### config.mk
export PLATFORM = sky130hd
export DESIGN_NAME = vga_porch_insert
export DESIGN_NICKNAME = d
export VERILOG_FILES = /design/src/rtl/vga_timing_pkg.sv /design/src/rtl/sync_to_count.sv /design/src/rtl/vga_porch_insert.sv
export SDC_FILE = /design/constraint.sdc
export NUM_CORES = 1
export LEC_CHECK = 0
export BUFFER_PORTS_ARGS = -buffer_cell sky130_fd_sc_hd__buf_2
export CAP_MARGIN = 40
export CORE_UTILIZATION = 59
export CTS_BUF_LIST = sky130_fd_sc_hd__clkbuf_4
export CTS_CLUSTER_SIZE = 28
export DETAILED_ROUTE_END_ITERATION = 7
export HOLD_SLACK_MARGIN = 0.08
export PLACE_DENSITY_LB_ADDON = 0.15
export SKIP_CTS_REPAIR_TIMING = 1
export SYNTH_ARGS = -nofsm -noshare
export SYNTH_HDL_FRONTEND = slang
export SYNTH_SLANG_ARGS = --single-unit
### constraint.sdc
create_clock -name clk -period 2.05 [get_ports clk]
set_input_delay 0.205 -clock clk [delete_from_list [all_inputs] [get_ports clk]]
set_output_delay 0.205 -clock clk [all_outputs]
set_load 0.01 [all_outputs]
### src/rtl/vga_timing_pkg.sv
// Shared VGA timing defaults for the porch-insertion stage, plus helpers that
// derive the sync-pulse window from active size, porches and total size.
package vga_timing_pkg;

  localparam int CNT_W = 10;

  localparam int DEF_TOTAL_COLS    = 800;
  localparam int DEF_TOTAL_ROWS    = 525;
  localparam int DEF_ACTIVE_COLS   = 640;
  localparam int DEF_ACTIVE_ROWS   = 480;
  localparam int DEF_FRONT_PORCH_H = 18;
  localparam int DEF_BACK_PORCH_H  = 50;
  localparam int DEF_FRONT_PORCH_V = 10;
  localparam int DEF_BACK_PORCH_V  = 33;
  localparam int DEF_VIDEO_WIDTH   = 3;

  // First and last counter value (inclusive) of the active-low sync pulse.
  function automatic int sync_start(input int active, input int front_porch);
    return active + front_porch;
  endfunction

  function automatic int sync_end(input int total, input int back_porch);
    return total - back_porch - 1;
  endfunction

  localparam int HS_START = sync_start(DEF_ACTIVE_COLS, DEF_FRONT_PORCH_H);
  localparam int HS_END   = sync_end(DEF_TOTAL_COLS, DEF_BACK_PORCH_H);
  localparam int VS_START = sync_start(DEF_ACTIVE_ROWS, DEF_FRONT_PORCH_V);
  localparam int VS_END   = sync_end(DEF_TOTAL_ROWS, DEF_BACK_PORCH_V);

endpackage

### src/rtl/sync_to_count.sv
// Recovers col/row of the stage-1 sample from the active-video frame flag:
// rising-edge detect, wrapping counters, lock flag and unexpected-restart pulse.
module sync_to_count
  import vga_timing_pkg::*;
#(
  parameter int TOTAL_COLS = DEF_TOTAL_COLS,
  parameter int TOTAL_ROWS = DEF_TOTAL_ROWS
) (
  input  logic             clk,
  input  logic             rst,
  input  logic             vsync_i,
  input  logic             vsync_prev_i,
  output logic [CNT_W-1:0] col_o,
  output logic [CNT_W-1:0] row_o,
  output logic             locked_o,
  output logic             resync_o
);

  localparam logic [CNT_W-1:0] COL_LAST = CNT_W'(TOTAL_COLS - 1);
  localparam logic [CNT_W-1:0] ROW_LAST = CNT_W'(TOTAL_ROWS - 1);

  logic [CNT_W-1:0] col_q, col_d;
  logic [CNT_W-1:0] row_q, row_d;
  logic             locked_q, locked_d;
  logic             resync_q, resync_d;
  logic             frame_start;
  logic             at_last;

  assign frame_start = vsync_i & ~vsync_prev_i;
  assign at_last     = (col_q == COL_LAST) && (row_q == ROW_LAST);

  always_comb begin
    col_d    = col_q;
    row_d    = row_q;
    locked_d = locked_q;
    resync_d = 1'b0;
    if (frame_start) begin
      // A start landing where the wrap would go anyway is the normal case.
      col_d    = '0;
      row_d    = '0;
      locked_d = 1'b1;
      resync_d = locked_q & ~at_last;
    end else if (col_q == COL_LAST) begin
      col_d = '0;
      row_d = (row_q == ROW_LAST) ? '0 : row_q + 1'b1;
    end else begin
      col_d = col_q + 1'b1;
    end
  end

  always_ff @(posedge clk or posedge rst) begin
    if (rst) begin
      col_q    <= '0;
      row_q    <= '0;
      locked_q <= 1'b0;
      resync_q <= 1'b0;
    end else begin
      col_q    <= col_d;
      row_q    <= row_d;
      locked_q <= locked_d;
      resync_q <= resync_d;
    end
  end

  assign col_o    = col_q;
  assign row_o    = row_q;
  assign locked_o = locked_q;
  assign resync_o = resync_q;

endmodule

### src/rtl/vga_porch_insert.sv
// Final video stage: turns active-video flags into standard active-low VGA
// syncs with porches and blanks RGB outside the visible area. Latency 2 clk.
module vga_porch_insert
  import vga_timing_pkg::*;
#(
  parameter int TOTAL_COLS    = DEF_TOTAL_COLS,
  parameter int TOTAL_ROWS    = DEF_TOTAL_ROWS,
  parameter int ACTIVE_COLS   = DEF_ACTIVE_COLS,
  parameter int ACTIVE_ROWS   = DEF_ACTIVE_ROWS,
  parameter int FRONT_PORCH_H = DEF_FRONT_PORCH_H,
  parameter int BACK_PORCH_H  = DEF_BACK_PORCH_H,
  parameter int FRONT_PORCH_V = DEF_FRONT_PORCH_V,
  parameter int BACK_PORCH_V  = DEF_BACK_PORCH_V,
  parameter int VIDEO_WIDTH   = DEF_VIDEO_WIDTH
) (
  input  logic                   clk,
  input  logic                   rst,
  input  logic                   i_hsync,
  input  logic                   i_vsync,
  input  logic [VIDEO_WIDTH-1:0] i_vga_r,
  input  logic [VIDEO_WIDTH-1:0] i_vga_g,
  input  logic [VIDEO_WIDTH-1:0] i_vga_b,
  output logic                   o_hsync,
  output logic                   o_vsync,
  output logic [VIDEO_WIDTH-1:0] o_vga_r,
  output logic [VIDEO_WIDTH-1:0] o_vga_g,
  output logic [VIDEO_WIDTH-1:0] o_vga_b,
  output logic                   o_locked,
  output logic                   o_resync
);

  localparam logic [CNT_W-1:0] HS_START_C = CNT_W'(sync_start(ACTIVE_COLS, FRONT_PORCH_H));
  localparam logic [CNT_W-1:0] HS_END_C   = CNT_W'(sync_end(TOTAL_COLS, BACK_PORCH_H));
  localparam logic [CNT_W-1:0] VS_START_C = CNT_W'(sync_start(ACTIVE_ROWS, FRONT_PORCH_V));
  localparam logic [CNT_W-1:0] VS_END_C   = CNT_W'(sync_end(TOTAL_ROWS, BACK_PORCH_V));
  localparam logic [CNT_W-1:0] ACT_COLS_C = CNT_W'(ACTIVE_COLS);
  localparam logic [CNT_W-1:0] ACT_ROWS_C = CNT_W'(ACTIVE_ROWS);

  // Stage 1: input capture.
  logic                   r1_hsync_q;
  logic                   r1_vsync_q;
  logic [VIDEO_WIDTH-1:0] r1_r_q, r1_g_q, r1_b_q;

  always_ff @(posedge clk or posedge rst) begin
    if (rst) begin
      r1_hsync_q <= 1'b0;
      r1_vsync_q <= 1'b0;
      r1_r_q     <= '0;
      r1_g_q     <= '0;
      r1_b_q     <= '0;
    end else begin
      r1_hsync_q <= i_hsync;
      r1_vsync_q <= i_vsync;
      r1_r_q     <= i_vga_r;
      r1_g_q     <= i_vga_g;
      r1_b_q     <= i_vga_b;
    end
  end

  // The line flag stays aligned with the pixel but blanking trusts the counters.
  logic unused_line_flag;
  assign unused_line_flag = r1_hsync_q;

  logic [CNT_W-1:0] col, row;
  logic             locked;

  sync_to_count #(
    .TOTAL_COLS (TOTAL_COLS),
    .TOTAL_ROWS (TOTAL_ROWS)
  ) u_sync_to_count (
    .clk          (clk),
    .rst          (rst),
    .vsync_i      (i_vsync),
    .vsync_prev_i (r1_vsync_q),
    .col_o        (col),
    .row_o        (row),
    .locked_o     (locked),
    .resync_o     (o_resync)
  );

  // Stage 2: sync regeneration and blanking.
  logic                   hs_low, vs_low, visible;
  logic                   hsync_q, hsync_d;
  logic                   vsync_q, vsync_d;
  logic [VIDEO_WIDTH-1:0] r_q, r_d, g_q, g_d, b_q, b_d;
  logic                   locked_q;

  always_comb begin
    hs_low  = (col >= HS_START_C) && (col <= HS_END_C);
    vs_low  = (row >= VS_START_C) && (row <= VS_END_C);
    visible = locked && (col < ACT_COLS_C) && (row < ACT_ROWS_C);
    hsync_d = ~(locked & hs_low);
    vsync_d = ~(locked & vs_low);
    r_d     = visible ? r1_r_q : '0;
    g_d     = visible ? r1_g_q : '0;
    b_d     = visible ? r1_b_q : '0;
  end

  always_ff @(posedge clk or posedge rst) begin
    if (rst) begin
      hsync_q  <= 1'b1;
      vsync_q  <= 1'b1;
      r_q      <= '0;
      g_q      <= '0;
      b_q      <= '0;
      locked_q <= 1'b0;
    end else begin
      hsync_q  <= hsync_d;
      vsync_q  <= vsync_d;
      r_q      <= r_d;
      g_q      <= g_d;
      b_q      <= b_d;
      locked_q <= locked;
    end
  end

  assign o_hsync  = hsync_q;
  assign o_vsync  = vsync_q;
  assign o_vga_r  = r_q;
  assign o_vga_g  = g_q;
  assign o_vga_b  = b_q;
  assign o_locked = locked_q;

endmodule
==> impl_metrics.env <==
export IMPL_grt_max_degree=25
export IMPL_r2r_slack_ps=160
export IMPL_place_gp_congestion=0.8480
export IMPL_fin_crit_sh_pct=92.25
export IMPL_grt_use_total_pct=23.51
export IMPL_fin_nets=228
export IMPL_finalSetupTns_ps=0
export IMPL_drive_gt1_share_pct=22.97
export IMPL_fin_crit_ps=1891
export IMPL_tritoncts="built"
export IMPL_die_h_um=59.46
export IMPL_wl_um=3773
export IMPL_pin_count=26
export IMPL_power_density_mw_per_mm2=724.0
export IMPL_synthTopCellsByArea="dfrtp_1, and2_1, ha_1"
export IMPL_rsz0062_at_grt="no"
export IMPL_end_kind="flop"
export IMPL_yosysTopAreaCell="dfrtp_1"
export IMPL_vias=1404
export IMPL_via_per_inst=5.549
export IMPL_synth_seq_cells=44
export IMPL_cts_sinks=44
export IMPL_antenna_found_initial=0
export IMPL_placed_area_mm2=0.002132
export IMPL_worst_hold_slack_ps=427.4
export IMPL_netlist_instances=165
export IMPL_areaGrowthSynthToFinish_pct=19.46
export IMPL_htreeDepth=2
export IMPL_core_mm2=0.003103
export IMPL_dr_pass1_iters=4
export IMPL_cts_buffers=5
export IMPL_clk_path_buf_depth=2
export IMPL_worstPathRequired_ps=2310
export IMPL_die_area_mm2=0.003535
export IMPL_maxCapViolations=0
export IMPL_avgRoutedWirePerCell_um=14.91
export IMPL_avgSynthCellArea_um2=11.81
export IMPL_stdcell_count=253
export IMPL_synth_edf_count=0
export IMPL_path_class="reg -> reg"
export IMPL_ys_flop_type="dfrtp_1"
export IMPL_finClkSkew_ps=3.542
export IMPL_grt_pass1_vias=1362
export IMPL_drt_iter0_markers=56
export IMPL_dp_cells=234
export IMPL_clkLatencyLatePin_ps=360
export IMPL_synthTopCellsByCount="dfrtp_1, and2_1, nand3_1"
export IMPL_hpwlAfterDp_um=2547
export IMPL_grt_first_pass_wirelength_um=6058
export IMPL_post_route_util_pct=75.00
export IMPL_p_leak_nw=1.029
export IMPL_synth_top_cell_area_share_pct=53.95
export IMPL_yosysWarningCount=0
export IMPL_antenna_left=0
export IMPL_worstMarginPinSlew_ps=515.0
export IMPL_synthesis_area_mm2=0.001948
export IMPL_worstHoldPathType="in -> async"
export IMPL_synthDistinctLibCells=45
export IMPL_hold_viol_final=0
export IMPL_status="complete, no violations"
export IMPL_drc=0
export IMPL_slew_violations=0
export IMPL_dp_slack_ps=159.4
export IMPL_clk_pin_slew_ps=120
export IMPL_num_rows=20
export IMPL_total_power_mw=1.685
export IMPL_peakVddDrop_mv=0.5636
export IMPL_slew_headroom_pct=65.67
export IMPL_max_freq_ghz=0.5288
export IMPL_diodes=0
export IMPL_async_reset_ff_share_pct=100.0
export IMPL_setup_viol=0
export IMPL_setup_ws_ps=158.8
export IMPL_portBuffers=24
export IMPL_final_cell_area_mm2=0.002327
export IMPL_cts_root_buf="clkbuf_4"
export IMPL_grt_ovfl_total=0
export IMPL_synth_fp_nets=185
export IMPL_die_w_um=59.46
export IMPL_yosysSeqAreaShare_pct=56.65
export IMPL_yosysMostFrequentCell="dfrtp_1"
export IMPL_initial_core_util_pct=62.78
export IMPL_cp_max_fo=10
export IMPL_crit_arrival_ps=2150
export IMPL_start_kind="flop"
## cell families (layout without fill, tap and decap cells)
family	after synthesis	after routing	share of synthesized area (%)
AND/OR/NAND/NOR	70	70	22.16
flip-flops	44	44	56.65
AO/OA/AOI/OAI	22	22	8.993
buffers and inverters	12	56	3.019
adder cells (fa/ha/maj)	7	7	4.496
XOR/XNOR	7	7	3.147
multiplexers	3	3	1.541
## path summary, 6_finish.rpt
path | from | endpoint | cells after the start
min | rst | r1_b_q[1] | 4
min in group clk | r1_b_q[2] | o_vga_b[2] | 1
max | u_sync_to_count.col_o[0] | u_sync_to_count.row_o[5] | 5
max reg2reg | u_sync_to_count.col_o[0] | u_sync_to_count.row_o[5] | 5
min reg2reg | r1_b_q[2] | o_vga_b[2] | 1
max in group asynchronous | rst | o_vsync | 4
## sequential cells by signal (all words and copies together) (netlist names)
signal and flops:
o_hsync 1, o_locked 1, o_vga_b 3, o_vga_g 3
o_vga_r 3, o_vsync 1, r1_b_q 3, r1_g_q 3
r1_r_q 3, r1_vsync_q 1, u_sync_to_count.col_o 10, u_sync_to_count.locked_o 1
u_sync_to_count.resync_o 1, u_sync_to_count.row_o 10
## area by class of cell
type                    count  area (um^2)
clock inverters             3        42.54
inverters                   8        30.03
flip-flops and latches     44         1104
fillers                   236        775.7
repair buffers             40        267.8
well taps                  44        55.05
clock buffers               5        37.54
multi-input cells         109        790.8
## power by group
| group | switching [mW] | leakage [nW] | total [mW] | internal, mW |
|---|---|---|---|---|
| clock | 0.277 | 0.0428 | 0.532 | 0.255 |
| sequential | 0.0588 | 0.538 | 0.979 | 0.920 |
| combinational | 0.0895 | 0.448 | 0.174 | 0.0847 |
| total | 0.426 | 1.03 | 1.68 | 1.26 |
## per-layer routing
| layer | track usage, % | share of wire (%) | vias up |
|---|---|---|---|
| met2 | 39.33 | 53 | 37 |
| met5 | 0 | 0 | - |
| met1 | 29.12 | 42 | 688 |
| met3 | 6.550 | 4.3 | 4 |
| met4 | 8.163 | 0.85 | 0 |
| li1 | - | - | 675 |
## cell usage in the layout (no fill, tap or decap), types with 5 or more instances in the layout
cell and count:
nand2_1 5, buf_4 5, nand3_1 13, nand4_1 6, dlygate4sd3_1 11, ha_1 7
dfrtp_1 42, inv_1 8, and2_1 14, buf_2 24, nor2_1 11, clkbuf_4 5
## critical path, cell delays in order (launching register included)
cell and delay, ps:
dfrtp_1 460, ha_1 240, and4_4 280, and4_1 460, a211oi_1 130, a31o_2 220
(Power assumes the default switching activity.)
